`src/rtl/camera_pkg.sv`:
```
// Shared types, widths and pixel packing for the camera pixel-domain pipeline.
package camera_pkg;

    typedef enum logic [1:0] {IDLE, ARMED, CAPTURING, DONE} capture_state_t;

    localparam int PIXEL_W = 10;
    localparam int ADDR_W  = 16;
    localparam int DATA_W  = 8;
    localparam int COUNT_W = 11;

    function automatic logic [DATA_W-1:0] rgb332(input logic [PIXEL_W-1:0] r,
                                                 input logic [PIXEL_W-1:0] g,
                                                 input logic [PIXEL_W-1:0] b);
        return {r[9:7], g[9:7], b[9:8]};
    endfunction

endpackage

```
`src/rtl/image_buffer_writer_if.sv`:
```
// Write port into image_buffer: one strobe per byte with address and data.
interface image_buffer_writer_if;
    import camera_pkg::*;

    logic [ADDR_W-1:0] write_address;
    logic [DATA_W-1:0] write_data;
    logic              write_enable;

    modport master (output write_address, write_data, write_enable);
    modport slave  (input  write_address, write_data, write_enable);

endinterface

```
`src/rtl/image_buffer_writer.sv`:
```
// Captures one cropped frame per request, packs pixels to RGB332 and writes them
// into image_buffer, flagging buffer overflow and line/frame size mismatches.
module image_buffer_writer
    import camera_pkg::*;
#(
    parameter int X_RESOLUTION = 200,
    parameter int Y_RESOLUTION = 200,
    parameter int BUFFER_DEPTH = 65536
) (
    input  logic                  clock_pixel_in,
    input  logic                  reset_pixel_n_in,
    input  logic                  capture_start_in,
    input  logic [PIXEL_W-1:0]    pixel_red_data_in,
    input  logic [PIXEL_W-1:0]    pixel_green_data_in,
    input  logic [PIXEL_W-1:0]    pixel_blue_data_in,
    input  logic                  line_valid_in,
    input  logic                  frame_valid_in,
    image_buffer_writer_if.master write_bus,
    output logic                  capture_in_progress_out,
    output logic                  capture_done_out,
    output logic [ADDR_W-1:0]     bytes_written_out,
    output logic                  overflow_out,
    output logic                  size_error_out
);

    localparam logic [ADDR_W:0]    LAST_ADDR = (ADDR_W + 1)'(BUFFER_DEPTH - 1);
    localparam logic [COUNT_W-1:0] X_COUNT   = COUNT_W'(X_RESOLUTION);
    localparam logic [COUNT_W-1:0] Y_COUNT   = COUNT_W'(Y_RESOLUTION);

    capture_state_t     state;
    logic [1:0]         valid_prev;   // {frame_valid, line_valid} last cycle
    logic [ADDR_W-1:0]  address;
    logic               buffer_full;
    logic [COUNT_W-1:0] pixel_count;
    logic [COUNT_W-1:0] line_count;
    logic [COUNT_W-1:0] line_total;
    logic               fv_rise, fv_fall, lv_fall, line_end, take_pixel;

    assign fv_rise    = frame_valid_in & ~valid_prev[1];
    assign fv_fall    = ~frame_valid_in & valid_prev[1];
    assign lv_fall    = ~line_valid_in & valid_prev[0];
    // A frame that closes with line_valid still high ends that line too.
    assign line_end   = (state == CAPTURING) & (lv_fall | (fv_fall & line_valid_in));
    assign take_pixel = frame_valid_in & line_valid_in &
                        ((state == CAPTURING) | ((state == ARMED) & fv_rise));
    assign line_total = (line_end && line_count != '1) ? line_count + 1'b1 : line_count;

    always_ff @(posedge clock_pixel_in) begin
        if (!reset_pixel_n_in) begin
            state                   <= IDLE;
            valid_prev              <= '0;
            address                 <= '0;
            buffer_full             <= 1'b0;
            pixel_count             <= '0;
            line_count              <= '0;
            write_bus.write_address <= '0;
            write_bus.write_data    <= '0;
            write_bus.write_enable  <= 1'b0;
            capture_in_progress_out <= 1'b0;
            capture_done_out        <= 1'b0;
            bytes_written_out       <= '0;
            overflow_out            <= 1'b0;
            size_error_out          <= 1'b0;
        end else begin
            valid_prev             <= {frame_valid_in, line_valid_in};
            write_bus.write_enable <= 1'b0;

            case (state)
                IDLE, DONE: begin
                    if (capture_start_in) begin
                        state                   <= ARMED;
                        capture_in_progress_out <= 1'b1;
                        capture_done_out        <= 1'b0;
                        bytes_written_out       <= '0;
                        overflow_out            <= 1'b0;
                        size_error_out          <= 1'b0;
                        address                 <= '0;
                        buffer_full             <= 1'b0;
                        pixel_count             <= '0;
                        line_count              <= '0;
                    end
                end
                ARMED: begin
                    if (fv_rise) state <= CAPTURING;
                end
                CAPTURING: begin
                    if (line_end) begin
                        pixel_count <= '0;
                        line_count  <= line_total;
                        if (pixel_count != X_COUNT) size_error_out <= 1'b1;
                    end
                    if (fv_fall) begin
                        state                   <= DONE;
                        capture_in_progress_out <= 1'b0;
                        capture_done_out        <= 1'b1;
                        if (line_total != Y_COUNT) size_error_out <= 1'b1;
                    end
                end
                default: state <= IDLE;
            endcase

            // take_pixel and line_end are mutually exclusive (valid high vs. falling).
            if (take_pixel) begin
                if (pixel_count != '1) pixel_count <= pixel_count + 1'b1;
                if (buffer_full) begin
                    overflow_out <= 1'b1;
                end else begin
                    write_bus.write_enable  <= 1'b1;
                    write_bus.write_address <= address;
                    write_bus.write_data    <= rgb332(pixel_red_data_in,
                                                      pixel_green_data_in,
                                                      pixel_blue_data_in);
                    if ({1'b0, address} == LAST_ADDR) buffer_full <= 1'b1;
                    else                              address     <= address + 1'b1;
                    if (bytes_written_out != '1) bytes_written_out <= bytes_written_out + 1'b1;
                end
            end
        end
    end

endmodule

```
`src/flat_wrapper.sv`:
```
// flat-port wrapper written by rule: the top's interface ports become plain ports
module image_buffer_writer_flat import camera_pkg::*;
#(
    parameter int X_RESOLUTION = 200,
    parameter int Y_RESOLUTION = 200,
    parameter int BUFFER_DEPTH = 65536
)
  (clock_pixel_in, reset_pixel_n_in, capture_start_in, pixel_red_data_in, pixel_green_data_in, pixel_blue_data_in, line_valid_in, frame_valid_in, capture_in_progress_out, capture_done_out, bytes_written_out, overflow_out, size_error_out, write_bus_write_address, write_bus_write_data, write_bus_write_enable);
  image_buffer_writer_if write_bus_i ();
  input  logic clock_pixel_in;
  input  logic reset_pixel_n_in;
  input  logic capture_start_in;
  input  logic [PIXEL_W-1:0] pixel_red_data_in;
  input  logic [PIXEL_W-1:0] pixel_green_data_in;
  input  logic [PIXEL_W-1:0] pixel_blue_data_in;
  input  logic line_valid_in;
  input  logic frame_valid_in;
  output logic capture_in_progress_out;
  output logic capture_done_out;
  output logic [ADDR_W-1:0] bytes_written_out;
  output logic overflow_out;
  output logic size_error_out;
  output wire logic [$bits(write_bus_i.write_address)-1:0] write_bus_write_address;
  output wire logic [$bits(write_bus_i.write_data)-1:0] write_bus_write_data;
  output wire logic [$bits(write_bus_i.write_enable)-1:0] write_bus_write_enable;
  assign write_bus_write_address = write_bus_i.write_address;
  assign write_bus_write_data = write_bus_i.write_data;
  assign write_bus_write_enable = write_bus_i.write_enable;
  image_buffer_writer #(.X_RESOLUTION(X_RESOLUTION), .Y_RESOLUTION(Y_RESOLUTION), .BUFFER_DEPTH(BUFFER_DEPTH)) u_core (.clock_pixel_in(clock_pixel_in), .reset_pixel_n_in(reset_pixel_n_in), .capture_start_in(capture_start_in), .pixel_red_data_in(pixel_red_data_in), .pixel_green_data_in(pixel_green_data_in), .pixel_blue_data_in(pixel_blue_data_in), .line_valid_in(line_valid_in), .frame_valid_in(frame_valid_in), .write_bus(write_bus_i), .capture_in_progress_out(capture_in_progress_out), .capture_done_out(capture_done_out), .bytes_written_out(bytes_written_out), .overflow_out(overflow_out), .size_error_out(size_error_out));
endmodule
```
`config.mk`:
```
export PLATFORM = sky130hd
export DESIGN_NAME = image_buffer_writer_flat
export DESIGN_NICKNAME = d
export VERILOG_FILES = /design/src/rtl/camera_pkg.sv /design/src/rtl/image_buffer_writer_if.sv /design/src/rtl/image_buffer_writer.sv /design/src/flat_wrapper.sv
export SDC_FILE = /design/constraint.sdc
export NUM_CORES = 1
export LEC_CHECK = 0
export CAP_MARGIN = 15
export CELL_PAD_IN_SITES_DETAIL_PLACEMENT = 0
export CELL_PAD_IN_SITES_GLOBAL_PLACEMENT = 1
export CORE_MARGIN = 4
export CORE_UTILIZATION = 41
export DETAILED_ROUTE_END_ITERATION = 12
export GPL_TIMING_DRIVEN = 0
export HOLD_SLACK_MARGIN = 0.12
export PLACE_DENSITY = 0.86
export REMOVE_ABC_BUFFERS = 1
export SLEW_MARGIN = 40
export SYNTH_ARGS = -nofsm -noshare
export SYNTH_HDL_FRONTEND = slang
export SYNTH_SLANG_ARGS = --single-unit
```
`constraint.sdc`:
```
create_clock -name clock_pixel_in -period 5.45 [get_ports clock_pixel_in]
set_input_delay 1.09 -clock clock_pixel_in [delete_from_list [all_inputs] [get_ports clock_pixel_in]]
set_output_delay 1.09 -clock clock_pixel_in [all_outputs]
set_load 0.005 [all_outputs]
```
After elaboration in Yosys (flattened, before gate mapping)
Cells that the tools add are included.
{"block": "classes", "add_sub_neg": 4, "eq_ne": 13, "muxes": 44, "bitwise_logic": 14, "n_reduce_logical": 10}
{"op": "2-to-1 mux 16 bit", "n": 10}
{"op": "2-to-1 mux 11 bit", "n": 7}
{"op": "case mux 11 bit (2 select lines)", "n": 2}
{"op": "adder 16 x 1 -> 16 bit, second input constant", "n": 2}
{"op": "adder 11 x 1 -> 11 bit, second input constant", "n": 2}
{"op": "!= test 11 bit, second input constant", "n": 2}
{"op": "!= test 11 x 8 -> 1 bit, second input constant", "n": 2}
{"op": "2-to-1 mux 1 bit", "n": 18}
{"op": "== test 16 bit, second input constant", "n": 1}
{"op": "!= test 16 bit, second input constant", "n": 1}
{"op": "AND reduction 3 bit", "n": 3}
{"op": "AND 1 bit", "n": 8}
{"op": "2-to-1 mux 2 bit", "n": 3}
{"op": "!= test 2 x 1 -> 1 bit, second input constant", "n": 3}
{"op": "case mux 1 bit (2 select lines)", "n": 3}
{"op": "case mux 2 bit (3 select lines)", "n": 1}
{"op": "AND reduction 2 bit", "n": 3}
{"op": "== test 2 bit, second input constant", "n": 2}
{"op": "NOT 1 bit", "n": 4}
{"op": "== test 2 x 1 -> 1 bit, second input constant", "n": 1}
{"op": "logical NOT 2 bit", "n": 1}
{"op": "!= test 2 bit, second input constant", "n": 1}
{"op": "OR 1 bit", "n": 2}
{"op": "nonzero test 2 bit", "n": 1}
{"op": "other kinds (2)", "n": 2}
{"block": "totals", "reg_bits": 88, "in_bits": 35, "out_inout_bits": 45, "wordCells": 99}

Logic depth before layout (Yosys ltp)
Gate-level depths: netlist (run 1).
{"block": "depth", "ltp_word": 11, "depth_mapped": 9, "mapped_depth_nobuf": 8}

Worst setup path after synthesis (run 1)
OpenSTA, ideal clock, no wires.
{"block": "synth_timing", "path_kind": "input-to-reg", "startpoint": "in frame_valid_in", "endpoint": "reg u_core.size_error_out", "setup_ns": 0.123, "arrival_time_ns": 2.721, "t_required_ns": 5.327, "path_slack_ns": 2.606, "cell_stages": 6, "path_buffers": 0, "cell_sequence": "and4b_2 -> nor2_2 -> or4_1 -> a2111o_1 -> a2111oi_2 -> o21ai_1"}
{"block": "synth_between", "elab_chain_len": 11, "word_cells_on_any_way": 12, "cone_classes": "1 x eq/ne; 5 x mux; 5 x bitwise; 1 x reduce/logical"}
{"element": "start: declaration", "line": "flat_wrapper.sv:17", "source": "input logic frame_valid_in;"}
{"element": "NOT 1 bit (*)", "line": "image_buffer_writer.sv:40", "source": "assign fv_fall = ~frame_valid_in & valid_prev[1];"}
{"element": "AND 1 bit (*)", "line": "image_buffer_writer.sv:40"}
{"element": "AND 1 bit", "line": "image_buffer_writer.sv:43", "source": "assign line_end = (state == CAPTURING) & (lv_fall | (fv_fall & line_valid_in));"}
{"element": "OR 1 bit", "line": "image_buffer_writer.sv:43"}
{"element": "AND 1 bit", "line": "image_buffer_writer.sv:43"}
{"element": "logical AND 1 bit", "line": "image_buffer_writer.sv:46", "source": "assign line_total = (line_end && line_count != '1) ? line_count + 1'b1 : line_count;"}
{"element": "2-to-1 mux 11 bit", "line": "image_buffer_writer.sv:46"}
{"element": "!= test 11 x 8 -> 1 bit", "line": "image_buffer_writer.sv:96", "source": "if (line_total != Y_COUNT) size_error_out <= 1'b1;"}
{"element": "2-to-1 mux 1 bit", "line": "image_buffer_writer.sv:96"}
{"element": "2-to-1 mux 1 bit (*)", "line": "image_buffer_writer.sv:92", "source": "if (fv_fall) begin"}
{"element": "case mux 1 bit (2 select lines) (*)", "line": "image_buffer_writer.sv:68", "source": "case (state)"}
{"element": "end signal: assignment", "line": "image_buffer_writer.sv:76", "source": "size_error_out <= 1'b0;"}
{"element": "end signal: assignment", "line": "image_buffer_writer.sv:90", "source": "if (pixel_count != X_COUNT) size_error_out <= 1'b1;"}
{"element": "end signal: assignment", "line": "image_buffer_writer.sv:96"}
{"element": "end: declaration", "line": "image_buffer_writer.sv:23", "source": "output logic size_error_out"}
Mark *: on every way between the ends. The rest lies on a longest branch, timed or not.
A chain may end at the register's enable or synchronous reset.

Worst setup path after layout (run 1)
{"block": "layout_timing", "startpoint": "in line_valid_in", "endpoint": "reg u_core.size_error_out"}
{"block": "layout_between", "elab_chain_len": 10, "word_cells_on_any_way": 12, "cone_classes": "1 x eq/ne; 5 x mux; 5 x bitwise; 1 x reduce/logical"}
{"element": "start: declaration", "line": "flat_wrapper.sv:16", "source": "input logic line_valid_in;"}
{"element": "NOT 1 bit", "line": "image_buffer_writer.sv:41", "source": "assign lv_fall = ~line_valid_in & valid_prev[0];"}
{"element": "AND 1 bit", "line": "image_buffer_writer.sv:41"}
{"element": "OR 1 bit (*)", "line": "image_buffer_writer.sv:43"}
{"element": "AND 1 bit (*)", "line": "image_buffer_writer.sv:43"}
{"element": "logical AND 1 bit", "line": "image_buffer_writer.sv:46"}
{"element": "2-to-1 mux 11 bit", "line": "image_buffer_writer.sv:46"}
{"element": "!= test 11 x 8 -> 1 bit", "line": "image_buffer_writer.sv:96"}
{"element": "2-to-1 mux 1 bit", "line": "image_buffer_writer.sv:96"}
{"element": "2-to-1 mux 1 bit (*)", "line": "image_buffer_writer.sv:92"}
{"element": "case mux 1 bit (2 select lines) (*)", "line": "image_buffer_writer.sv:68"}
Marked as above.

==> run summary, run 1 <==
LOGIC SYNTHESIS
---------------------------------------------------------------------------------------
Number of enable flip-flop cells after synthesis                                      0
Largest cells by area after synthesis                                      sky130_fd_sc_hd__dfxtp_1, sky130_fd_sc_hd__a21oi_1, sky130_fd_sc_hd__nand2_1
Post-synthesis sequential element count                                              88
Largest area contributor in the synthesized netlist                        sky130_fd_sc_hd__dfxtp_1
Yosys warning total                                                                   0
Cell area after technology mapping                                             4290 um2
Most common cell in the synthesized netlist                                sky130_fd_sc_hd__dfxtp_1
Fraction of the yosys area taken by sequential cells                              0.411
Post-synth top area share                                                         0.411
Gate count after technology mapping                                                 558
Most instantiated flip-flop cell in the synthesis netlist                  sky130_fd_sc_hd__dfxtp_1
Distinct cell type count of the synthesized netlist                                  52
Mean area per synthesized cell                                                 7.68 um2
Ranking of synthesized cells by instance count                             sky130_fd_sc_hd__dfxtp_1, sky130_fd_sc_hd__nand2_1, sky130_fd_sc_hd__a21oi_1
Fraction of registers with async set/reset                                            0

HOLD PATH
---------------------------------------------------------------------------------------
Endpoint with the worst hold slack                                         u_core.write_bus.write_data[1]$_SDFFE_PN0P_
Worst Hold Depth                                                                      2
Worst min-delay path startpoint                                            u_core.write_bus.write_data[1]$_SDFFE_PN0P_
Hold Path Class                                                                 reg2reg

PLACED DESIGN
---------------------------------------------------------------------------------------
Final Wtd Congestion                                                              0.840
Number of port buffers                                                               57
HPWL after detailed placement                                                   7210 um

STA
---------------------------------------------------------------------------------------
Post-Route Setup TNS                                                               0 ns
Setup violation total in the final timing report                                      0
Worst-margin pin slew                                                          0.792 ns
RSZ-0062 raised after global routing                                              false
Time the worst path needs with I/O delays and setup                             3.30 ns
Final slew viol count                                                                 0
Worst max-slew margin expressed relative to the limit                             0.468
Period Utilization, post-route                                                    0.605
Setup clock skew after layout                                                 0.0156 ns
Maximum clock frequency                                                         303 MHz
Fin. Hold Viols                                                                       0

GLOBAL ROUTING
---------------------------------------------------------------------------------------
Total Routing Usage GR                                                            0.179
Initial antenna violation count                                                       0
Met3 routing resource usage after global routing                                 0.0268
Grt total ovfl                                                                        0
Pin count of the biggest net entering global routing                                 46
Wire length of the first global-routing pass                                  17,800 um
Most utilized layer in the global route result                                     met2
Vias in the first global route                                                    3,793
M1 GR Usage                                                                       0.248
GR Layer Usage met2                                                               0.288

PWR
---------------------------------------------------------------------------------------
Worst vdd rail ir drop                                                           153 uV
Logic pwr share                                                                   0.245
Switching share of total power                                                    0.330
Pint                                                                         0.000986 W
P per Cell Area                                                              282 nW/um2
Total net switching power                                                    0.000485 W
Clock network power share                                                         0.292
Static Leak                                                                     1.68 nW
Share of total power in sequential cells                                          0.463

LAYOUT
---------------------------------------------------------------------------------------
Syn-to-layout area delta                                                          21.6%
Share of post-route cells with drive strength above 1                            0.0678
Final core utilization                                                            0.509
Layout net count                                                                    643
Number of inserted diodes                                                             0

CLOCK NETWORK
---------------------------------------------------------------------------------------
H-tree Lvls                                                                           3
Clock tree from TritonCTS                                                          done
Post-CTS setup-driven buffer insertion count                                          0
# clock sinks                                                                        88
Clock tree buffer depth                                                               2
Clk_lat worst skew                                                              0.36 ns
Clock-pin transition on the worst setup and hold timing paths                   0.10 ns
# resized after CTS                                                                   0
Post-CTS Hold Fix Bufs                                                                0
Clock tree root driver cell                                                sky130_fd_sc_hd__clkbuf_8
TritonCTS buffer count                                                                9

RUN STATUS
---------------------------------------------------------------------------------------
Outcome                                                                    finished, final reports clean

ROUTE
---------------------------------------------------------------------------------------
Via density                                                                        5.62
Post-route DRC                                                                        0
Average wire per standard cell                                                  14.3 um
Total Routed Length                                                           10,600 um
Number of iterations in the first detailed-routing pass                               4
Number of violations reported at the end of detailed-routing iteration 0            150
Residual antenna-violating net count after detailed routing                           0
Via count                                                                         4,163

FLOORPLANNING
---------------------------------------------------------------------------------------
Area of the placeable core                                                   10,200 um2
Vertical die dimension                                                           110 um
Horiz. Die Dim                                                                   110 um
Initial Utilization                                                               0.419
I/O pin count                                                                        80
Floorplan row count                                                                  37
Overall die area                                                             12,200 um2

JOB
---------------------------------------------------------------------------------------
Count of maximum capacitance violations                                               0

WORST SETUP PATH
---------------------------------------------------------------------------------------
CP required                                                                     5.70 ns
Register-to-register setup slack                                                2.52 ns
Logic depth of the worst register-to-register path                                    7
Critical path class                                                              in2reg
Critical path data arrival time                                                 3.55 ns
CP max FO                                                                             6
Cell with the largest stage delay on the worst path                        sky130_fd_sc_hd__clkdlybuf4s50_1
Startpoint type of the worst setup path                                      input port
R2r endpoint                                                               u_core.address[2]$_SDFF_PN0_
Launch instance of the worst register-to-register path                     u_core.address[0]$_SDFF_PN0_
Setup crit end kind                                                                flop
Stage delay of the slowest cell on the critical path                            0.63 ns
Critical Path, Cell by Cell                                                clkdlybuf4s50_1, and4b_2, nor2_2, or4_1, a2111o_1, a2111oi_2, o21ai_1

## critical path: cells and delay by family
family                 cells  cell delay, ns
buffers and inverters      1            0.63
AOI/OAI and AO/OA          3            0.88
and+or+nand+nor            3            0.95
## final cells by class
cell class,count,area [um2]
fill,993,5020
timing repair buffer,62,636
tap,136,170
sequential,88,1760
multi-input combinational,430,2420
clock inverter,3,25.0
clock buffer,13,159
inverter,9,36.3
## power groups by stage
stage	sequential [W]	combinational [W]	clock, W
6_report	0.000681	0.000361	0.000430
5_1_grt	0.000685	0.000402	0.000469
4_1_cts	0.000681	0.000360	0.000443
3_5_place_dp	0.000696	0.000357	0
3_3_place_gp	0.000695	0.000331	0
2_1_floorplan	0.000695	0.000220	0
## worst max-delay path by stage
| stage | startpoint | to | slack [ns] | depth (start not counted) |
|---|---|---|---|---|
| 5_1_grt | line_valid_in | u_core.size_error_out$_SDFFE_PN0P_ | 2.06 | 7 |
| 2_1_floorplan | u_core.state[0]$_SDFFE_PN0P_ | u_core.bytes_written_out[2]$_SDFF_PN0_ | 1.73 | 7 |
| 3_3_place_gp | line_valid_in | u_core.address[15]$_SDFF_PN0_ | -0.23 | 6 |
| 6_report | line_valid_in | u_core.size_error_out$_SDFFE_PN0P_ | 2.15 | 7 |
| 4_1_cts | line_valid_in | u_core.size_error_out$_SDFFE_PN0P_ | 2.17 | 7 |
| 3_5_place_dp | line_valid_in | u_core.size_error_out$_SDFFE_PN0P_ | 1.79 | 7 |
## logic make-up after synthesis
kind of cell / share of synthesized area
AOI/OAI and AO/OA: 0.239
xor gates and xnor gates: 0.0102
adders and majority gates: 0.0234
buffers and inverters: 0.0353
DFF: 0.411
muxes: 0.00964
and+or+nand+nor: 0.272
## stage by stage
step	hold slack (ns)	total power [W]	cells	cell area [um2]	setup slack (ns)
after floorplan	0.446	0.000915	527	4170	1.73
final	0.457	0.00147	741	5210	2.15
after global routing	0.474	0.00156	741	5210	2.06
after detailed placement	0.446	0.00105	724	5020	1.79
after CTS	0.459	0.00148	740	5200	2.17
after global placement	0.442	0.00103	720	4910	-0.234
## routing by layer
| metal | routed length, um | vias to the layer above |
|---|---|---|
| met1 | 5060 | 1991 |
| met3 | 388 | 11 |
| li1 | - | 2091 |
| met2 | 5020 | 70 |
| met4 | 135 | 0 |
| met5 | 0 | - |
## sequential cells by signal, summed over array words and instances (netlist names), 2 cells and up
| name | count |
|---|---|
| u_core.write_bus.write_data | 8 |
| u_core.line_count | 11 |
| u_core.write_bus.write_address | 16 |
| u_core.valid_prev | 2 |
| u_core.state | 2 |
| u_core.pixel_count | 11 |
| u_core.bytes_written_out | 16 |
| u_core.address | 16 |
## cell usage in the layout, fill, tap and decap left out, types with 9 or more instances in the layout
cell type / instances
sky130_fd_sc_hd__nand3_1: 27
sky130_fd_sc_hd__dfxtp_1: 88
sky130_fd_sc_hd__nand2_1: 83
sky130_fd_sc_hd__nor3_1: 13
sky130_fd_sc_hd__clkdlybuf4s50_1: 56
sky130_fd_sc_hd__and3_1: 9
sky130_fd_sc_hd__clkbuf_8: 11
sky130_fd_sc_hd__and2_1: 10
sky130_fd_sc_hd__o21ai_0: 31
sky130_fd_sc_hd__a21oi_1: 79
sky130_fd_sc_hd__nor2_1: 57
Note: power is estimated with default switching activity, not from simulation.
==> run 2: changes to the inputs <==
--- a/config.mk
+++ b/config.mk
@@ -9,11 +9,11 @@
 export CELL_PAD_IN_SITES_DETAIL_PLACEMENT = 0
 export CELL_PAD_IN_SITES_GLOBAL_PLACEMENT = 1
 export CORE_MARGIN = 4
-export CORE_UTILIZATION = 41
+export CORE_UTILIZATION = 38
 export DETAILED_ROUTE_END_ITERATION = 12
 export GPL_TIMING_DRIVEN = 0
 export HOLD_SLACK_MARGIN = 0.12
-export PLACE_DENSITY = 0.86
+export PLACE_DENSITY = 0.81
 export REMOVE_ABC_BUFFERS = 1
 export SLEW_MARGIN = 40
 export SYNTH_ARGS = -nofsm -noshare
==> constraint.sdc (replaced) <==
create_clock -name clock_pixel_in -period 3.3 [get_ports clock_pixel_in]
set_input_delay 0.66 -clock clock_pixel_in [delete_from_list [all_inputs] [get_ports clock_pixel_in]]
set_output_delay 0.66 -clock clock_pixel_in [all_outputs]
set_load 0.005 [all_outputs]
==> run 2 against run 1 <==
  * Total power grew 88%
  * Wire length increased by 0.90%
  * Final area is 2.4% higher
  * Utilization down 2.2 points
  * Via count decreased by 0.70%
  * Flip-flop and latch count did not move
  * Critical endpoint is now u_core.address[15]$_SDFF_PN0_
  * Largest cell class unchanged
==> run summary, run 2 (synthesized netlist as in run 1, its figures left out) <==
RUN STATUS
---------------------------------------------------------------------------------------
Outcome                                                                    finished, final reports clean

WORST SETUP PATH
---------------------------------------------------------------------------------------
CP max FO                                                                            13
Critical path data arrival time                                                 3.21 ns
Launch instance of the worst register-to-register path                     u_core.address[0]$_SDFF_PN0_
CP required                                                                     3.58 ns
R2r endpoint                                                               u_core.address[15]$_SDFF_PN0_
Setup crit end kind                                                                flop
Critical path class                                                             reg2reg
Startpoint type of the worst setup path                                            flop
Logic depth of the worst register-to-register path                                    7
Register-to-register setup slack                                                0.37 ns

CLOCK NETWORK
---------------------------------------------------------------------------------------
Post-CTS setup-driven buffer insertion count                                          0
# clock sinks                                                                        88
TritonCTS buffer count                                                                9
Clock tree from TritonCTS                                                          done
Clock tree buffer depth                                                               2
Post-CTS Hold Fix Bufs                                                                0
H-tree Lvls                                                                           3
Clock-pin transition on the worst setup and hold timing paths                   0.07 ns
Clock tree root driver cell                                                sky130_fd_sc_hd__clkbuf_16
# resized after CTS                                                                   0
Clk_lat worst skew                                                              0.35 ns

FLOORPLANNING
---------------------------------------------------------------------------------------
Horiz. Die Dim                                                                   114 um
I/O pin count                                                                        80
Initial Utilization                                                               0.392
Vertical die dimension                                                           114 um
Overall die area                                                             13,000 um2
Floorplan row count                                                                  38
Area of the placeable core                                                   10,900 um2

ROUTE
---------------------------------------------------------------------------------------
Number of iterations in the first detailed-routing pass                               4
Post-route DRC                                                                        0
Total Routed Length                                                           10,700 um
Via density                                                                        5.55
Number of violations reported at the end of detailed-routing iteration 0            204
Residual antenna-violating net count after detailed routing                           0
Average wire per standard cell                                                  14.4 um
Via count                                                                         4,134

STA
---------------------------------------------------------------------------------------
Period Utilization, post-route                                                    0.887
Final Worst Setup Slack                                                        0.374 ns
RSZ-0062 raised after global routing                                              false
Worst-margin pin slew                                                          0.795 ns
Post-Route Setup TNS                                                               0 ns
Final slew viol count                                                                 0
Worst max-slew margin expressed relative to the limit                             0.466
Time the worst path needs with I/O delays and setup                             2.93 ns
Fin. Hold Viols                                                                       0
Setup clock skew after layout                                                0.00809 ns
Setup violation total in the final timing report                                      0
Maximum clock frequency                                                         342 MHz

GLOBAL ROUTING
---------------------------------------------------------------------------------------
Grt total ovfl                                                                        0
Vias in the first global route                                                    3,749
Wire length of the first global-routing pass                                  18,000 um
Pin count of the biggest net entering global routing                                 40
Initial antenna violation count                                                       0
Total Routing Usage GR                                                            0.170

LAYOUT
---------------------------------------------------------------------------------------
Most common cell after layout, fill and taps aside                         sky130_fd_sc_hd__dfxtp_1
Syn-to-layout area delta                                                          24.5%
Regs by FF count                                                           u_core.address: 16 flops, u_core.bytes_written_out: 16 flops, u_core.write_bus.write_address: 16 flops
Share of post-route cells with drive strength above 1                            0.0711
Top library cells by usage in the layout, fill and taps aside              sky130_fd_sc_hd__dfxtp_1, sky130_fd_sc_hd__nand2_1, sky130_fd_sc_hd__a21oi_1, sky130_fd_sc_hd__nor2_1, sky130_fd_sc_hd__clkdlybuf4s50_1
Non-Filler Instances                                                                745
Layout net count                                                                    643
Final core utilization                                                            0.488
Final instance area                                                            5340 um2
Number of inserted diodes                                                             0

PLACED DESIGN
---------------------------------------------------------------------------------------
Post-place instance area                                                       5030 um2
Pre-CTS setup slack                                                           0.0944 ns
Final Wtd Congestion                                                              0.828
Number of port buffers                                                               57
HPWL after detailed placement                                                   7220 um
Number of cells after detailed placement                                            728

HOLD PATH
---------------------------------------------------------------------------------------
Worst min-delay path startpoint                                            u_core.write_bus.write_address[1]$_SDFFE_PN0P_
Worst Hold Depth                                                                      2
Hold Path Class                                                                 reg2reg
Endpoint with the worst hold slack                                         u_core.write_bus.write_address[1]$_SDFFE_PN0P_

PWR
---------------------------------------------------------------------------------------
Static Leak                                                                     1.73 nW
P per Cell Area                                                              518 nW/um2
Worst vdd rail ir drop                                                           268 uV

JOB
---------------------------------------------------------------------------------------
Count of maximum capacitance violations                                               0

-- run 2: how the worst max path moves through the flow --
stage                                            start                                      to  slack [ns]  cells after the start
final                     u_core.address[0]$_SDFF_PN0_           u_core.address[15]$_SDFF_PN0_        0.37                      7
after global routing      u_core.address[0]$_SDFF_PN0_           u_core.address[15]$_SDFF_PN0_        0.09                      7
after CTS                 u_core.address[0]$_SDFF_PN0_           u_core.address[15]$_SDFF_PN0_        0.40                      7
after detailed placement                 line_valid_in      u_core.size_error_out$_SDFFE_PN0P_        0.09                      7
after global placement    u_core.state[0]$_SDFFE_PN0P_  u_core.bytes_written_out[2]$_SDFF_PN0_       -2.23                      7
after floorplan           u_core.state[0]$_SDFFE_PN0P_  u_core.bytes_written_out[2]$_SDFF_PN0_       -0.42                      7
-- run 2: power by group --
group / switching [W] / leakage, nW / total, W / internal, W
clock network: 0.000454 / 0.142 / 0.00105 / 0.000593
logic: 0.000378 / 0.878 / 0.000588 / 0.000210
registers: 0.0000295 / 0.710 / 0.00113 / 0.00110
total: 0.000862 / 1.73 / 0.00276 / 0.00190
-- run 2: final cells by class --
type                            instances  area [um2]
Fill cell                            1114        5600
Multi-Input combinational cell        430        2420
Sequential cell                        88        1760
Timing Repair Buffer                   62         632
Clock buffer                            9         225
Tap cell                              140         175
Clock inverter                          7        80.1
Inverter                                9        36.3
-- run 2: through the flow --
step                total power (W)  hold slack [ns]
CTS                         0.00279            0.458
global route                0.00292            0.485
floorplan                   0.00151            0.446
detailed placement          0.00174            0.448
global placement            0.00170            0.442
finish                      0.00276            0.456
-- run 2: critical path: stages (launching register included) --
cell and delay, ns:
sky130_fd_sc_hd__dfxtp_1 0.43, sky130_fd_sc_hd__ha_1 0.22, sky130_fd_sc_hd__nand3_1 0.16, sky130_fd_sc_hd__nor3_1 0.70, sky130_fd_sc_hd__a31oi_2 0.44, sky130_fd_sc_hd__nor2_2 0.55, sky130_fd_sc_hd__o21ai_0 0.19, sky130_fd_sc_hd__a21oi_1 0.16
-- run 2: layer usage --
| metal | vias up | part of all wire | wire [um] | global-route usage |
|---|---|---|---|---|
| li1 | 2105 | - | - | - |
| met1 | 1943 | 0.47 | 5050 | 0.221 |
| met2 | 71 | 0.47 | 5010 | 0.265 |
| met3 | 15 | 0.039 | 417 | 0.0460 |
| met4 | 0 | 0.020 | 213 | 0.0713 |
| met5 | - | 0 | 0 | 0 |
==> RTL edit 1: new RTL, config.mk and constraints of run 1 <==
Reset style: asynchronous (`reset_pixel_n_in`), changed in one clocked block.
--- a/src/rtl/image_buffer_writer.sv
+++ b/src/rtl/image_buffer_writer.sv
@@ -47,3 +47,3 @@
 
-    always_ff @(posedge clock_pixel_in) begin
+    always_ff @(posedge clock_pixel_in or negedge reset_pixel_n_in) begin
         if (!reset_pixel_n_in) begin
Check against the original RTL: differs if reset_pixel_n_in is asserted again (counterexample within 4 cycles, from zero or initial values and one cycle with reset_pixel_n_in low); with reset_pixel_n_in held inactive, the same outputs for 4 cycles.
==> RTL edit 1 against run 1 <==
Clock power is essentially flat. Via count shrank 6.9%. Non-clock buffer count shrank 2. Sequential cell count is the same. Global-route usage shrank 0.54 points. Cell area grew 3.7%. Power grew 20%. Critical path depth is the same. Combinational power grew 55%. Sequential share of layout area grew 6.9 points. Setup slack gained 360 ps. Fmax grew 12%. Area after synthesis grew 4.8%. Routed wire length shrank 1.5%. Critical path type unchanged. Largest cell class is now sequential cells. Largest power group unchanged.
==> RTL edit 1: results (changes against run 1) <==
The sequential cell count of the final layout came to 88 (unchanged). The clock network contribution to total cell area is 0.0340 (-0.00127). The starting DRC count in detailed routing is 204 (+36%).

The multi-input combinational cell count came out at 392 (-8.8%). The total of fill cells in the finished design came out at 976 (-1.7%). The iteration count of the initial detailed-routing pass came to 5 (+1). The share of synthesized registers carrying an async set or reset is 1.00 (+1.00). The total routing resource utilization after global routing came out at 0.174 (-0.00537). The area used by multi-input combinational logic came out at 2190 sq um (-9.8%). The maximum number of pins on one net before global-route repair came out at 49 (+6.5%). The final net count came out at 605 (-5.9%). In the synthesized netlist the dominant register cell turns out to be dfrtp_1. By count the netlist is led by nand2_1, dfrtp_1, o21ai_0. The endpoint of the lowest-slack register-to-register path is u_core.pixel_count[9]. The sequential cell area is 2200 sq um (+25%). In this run the most critical hold path is launched from u_core.write_bus.write_address[9]. The static power due to leakage was 2.35 nW (+40%). The worst hold path terminates at u_core.write_bus.write_address[9]. The via count came out at 3877 (-6.9%). The multiplexer share of the synthesized area came out at 0.0142 (+0.00457).

The setup slack on the worst flop-to-flop path is 2920 ps (+400 ps). The largest fanout on the critical path is 33 (+27). The fraction of area in non-clock buffers is 0.115 (-0.00692).

The wire length of the first global-routing pass is 18500 um (+4.1%). The capture point of the worst path is u_core.bytes_written_out[13]. The area fraction in compound gates after synthesis came out at 0.180 (-0.0583). The sequential cell area fraction in the yosys report is 0.490 (+0.0792). The number of library cell types mapped by synthesis was 53 (+1.9%). The number of logic inverters in the finished layout is 11 (+2). The area share of fa/ha/maj cells after synthesis came out at 0.0223 (-0.00107). The worst supply voltage drop on vdd is 0.223 mV (+46%). The last weighted congestion value of the routability-driven placer is 0.841 (+0.13%). After synthesis, the cell types taking the most area are dfrtp_1, nand2_1, o21ai_0. The startpoint of the worst setup timing path is frame_valid_in.

The wire length after detailed routing is 10400 um (-1.5%). The cell family contributing the most delay on the critical path is buffers and inverters. In this run the critical register-to-register path is launched from u_core.state[0]. The run finished with clean final reports. The transition time of the tightest slew-check pin came out at 685 ps (-107 ps). The fraction of final layout cells sized beyond drive strength 1 came out at 0.0653 (-0.00251). The post-synthesis xor/xnor area fraction is 0.0175 (+0.00733).
## RTL edit 1: metrics by stage
step / util / cells / setup slack [ps] / cell area, sq um / hold WS [ps]
2_1_floorplan: - / 491 / 1490 / 4410 / 470
3_3_place_gp: 0.490 / 684 / -219 / 5150 / 459
3_5_place_dp: 0.497 / 687 / 2110 / 5220 / 462
4_1_cts: 0.514 / 703 / 2490 / 5400 / 484
5_1_grt: 0.514 / 703 / 2310 / 5410 / 499
6_report: 0.514 / 703 / 2520 / 5410 / 478
## RTL edit 1: per-layer routing
metal / track usage / share of wire / up-vias
met5: 0 / 0 / -
met4: 0.0553 / 0.017 / 0
met3: 0.0539 / 0.064 / 17
met2: 0.267 / 0.45 / 95
met1: 0.236 / 0.46 / 1862
li1: - / - / 1903
## RTL edit 1: where the power goes
group	internal, mW	leakage (nW)	switching [mW]
logic	0.223	1.06	0.339
clock network	0.194	0.0902	0.235
registers	0.721	1.20	0.0555
total	1.14	2.35	0.630
==> RTL edit 2: new RTL, flow settings as in run 1 <==
Without the edit above. `X_RESOLUTION` is set to 200 in 2 places; all go to 128.
--- a/src/rtl/image_buffer_writer.sv
+++ b/src/rtl/image_buffer_writer.sv
@@ -5,3 +5,3 @@
 #(
-    parameter int X_RESOLUTION = 200,
+    parameter int X_RESOLUTION = 128,
     parameter int Y_RESOLUTION = 200,
--- a/src/flat_wrapper.sv
+++ b/src/flat_wrapper.sv
@@ -3,3 +3,3 @@
 #(
-    parameter int X_RESOLUTION = 200,
+    parameter int X_RESOLUTION = 128,
     parameter int Y_RESOLUTION = 200,
Behaviour: no difference found for any inputs over 4 cycles, from zero or initial values and one cycle with reset_pixel_n_in low; that may be too few to reach the edited logic, so the function may still have changed.
==> RTL edit 2 against run 1 <==
Register-to-register slack better by 130 ps. Critical path depth unchanged. Synthesized cell count down 1.8%. Cell area down 0.91%. Area after synthesis down 0.73%. Cell count down 1.3%. Die area down 0.68%. Hold slack worse by 1.2 ps. Power up 8.8%. Routed wire length down 0.72%. Sequential cell count unchanged. Largest cell class unchanged. Setup slack better by 4.4 ps. Core utilization up 0.94 points.
==> RTL edit 2: results (changes against run 1) <==
The number of cells in the design after placement is 715 (-1.2%). The final net count came out at 636 (-1.1%). The average wire length per cell after detail routing is 14.4 um (+0.64%). The wire length of the first global-routing pass came to 17800 um (+0.39%). The count of mapped cells out of synthesis came to 548 (-1.8%). The setup slack on the worst flop-to-flop path is 2650 ps (+130 ps).

The worst supply voltage drop on vdd came to 0.178 mV (+17%). The starting DRC count in detailed routing is 169 (+13%). The static power due to leakage is 1.75 nW (+4.1%). The total routing resource utilization after global routing came out at 0.184 (+0.00466). The worst register-to-register path begins at u_core.state[0]. The via count of the first global-routing pass came to 3736 (-1.5%).

The flow ran to the end, and the final reports show no timing, DRC or antenna violations. In this run the most critical hold path is launched from u_core.write_bus.write_address[15]. The total of fill cells in the finished design is 977 (-1.6%). The number of library cell types mapped by synthesis came out at 57 (+9.6%). The clock-pin slew reported for the worst setup and hold paths after clock tree synthesis was 80 ps (-20 ps). The final HPWL from detailed placement came out at 7220 um (+0.11%). The maximum single-stage delay on the critical path was 570 ps (-60 ps). The critical path arrival was 3530 ps (-20 ps). Among cell families on the critical path, the largest total delay comes from compound AO/OA/AOI/OAI gates. The wire length after detailed routing came out at 10500 um (-0.72%). The transition time of the tightest slew-check pin is 685 ps (-107 ps). The worst-case clock skew came to 9.85 ps (-5.73 ps).

The fraction of final layout cells sized beyond drive strength 1 came out at 0.0552 (-0.0126).
==> RTL edit 2: worst paths after layout <==
check | end | depth (start not counted)
max reg2reg | u_core.size_error_out | 8
min | u_core.write_bus.write_address[15] | 2
max | u_core.size_error_out | 7
min reg2reg | u_core.write_bus.write_address[15] | 2
==> RTL edit 2: layout make-up <==
class | instances | area, sq um | share of cell area
timing repair buffer | 58 | 586 | 0.113
clock buffer | 10 | 138 | 0.0266
multi-input combinational | 423 | 2370 | 0.459
clock inverter | 6 | 91.3 | 0.0177
sequential | 88 | 1760 | 0.341
tap | 133 | 166 | 0.0322
inverter | 13 | 51.3 | 0.00993
==> RTL edit 2: power breakdown <==
group	switching, mW	leakage, nW	total, mW	internal (mW)
combinational	0.273	0.932	0.404	0.131
sequential	0.0152	0.710	0.679	0.664
clock	0.247	0.105	0.519	0.272
total	0.535	1.75	1.60	1.07
==> RTL edit 2: cell families after synthesis <==
group | count (synthesis) | share of synthesized area
muxes | 5 | 0.0121
buffers and inverters | 37 | 0.0356
and+or+nand+nor | 256 | 0.294
xor gates and xnor gates | 10 | 0.0206
AOI/OAI and AO/OA | 144 | 0.200
adders and majority gates | 8 | 0.0235
DFF | 88 | 0.414
==> RTL edit 2: worst reg2reg max path, cell delays in order, from the launching register on <==
cell       delay [ps]
dfxtp_1           350
inv_1              60
ha_1              470
nand4b_1          250
a211oi_1          510
nand3_1           240
xor2_1            190
a2111oi_1         480
o211ai_1          130
==> RTL edit 2: per-layer routing <==
metal  routed length, um  global-route usage
met5                   0                   0
met4                 246              0.0890
met3                 307              0.0364
met2                4910               0.290
met1                5060               0.240
==> RTL edit 2: per-stage QoR <==
stage	hold slack (ps)	util	setup WS (ps)
finish	456	0.519	2160
detailed placement	445	0.495	1710
global route	480	0.519	1960
floorplan	448	-	2100
CTS	457	0.518	2100
global placement	441	0.491	148
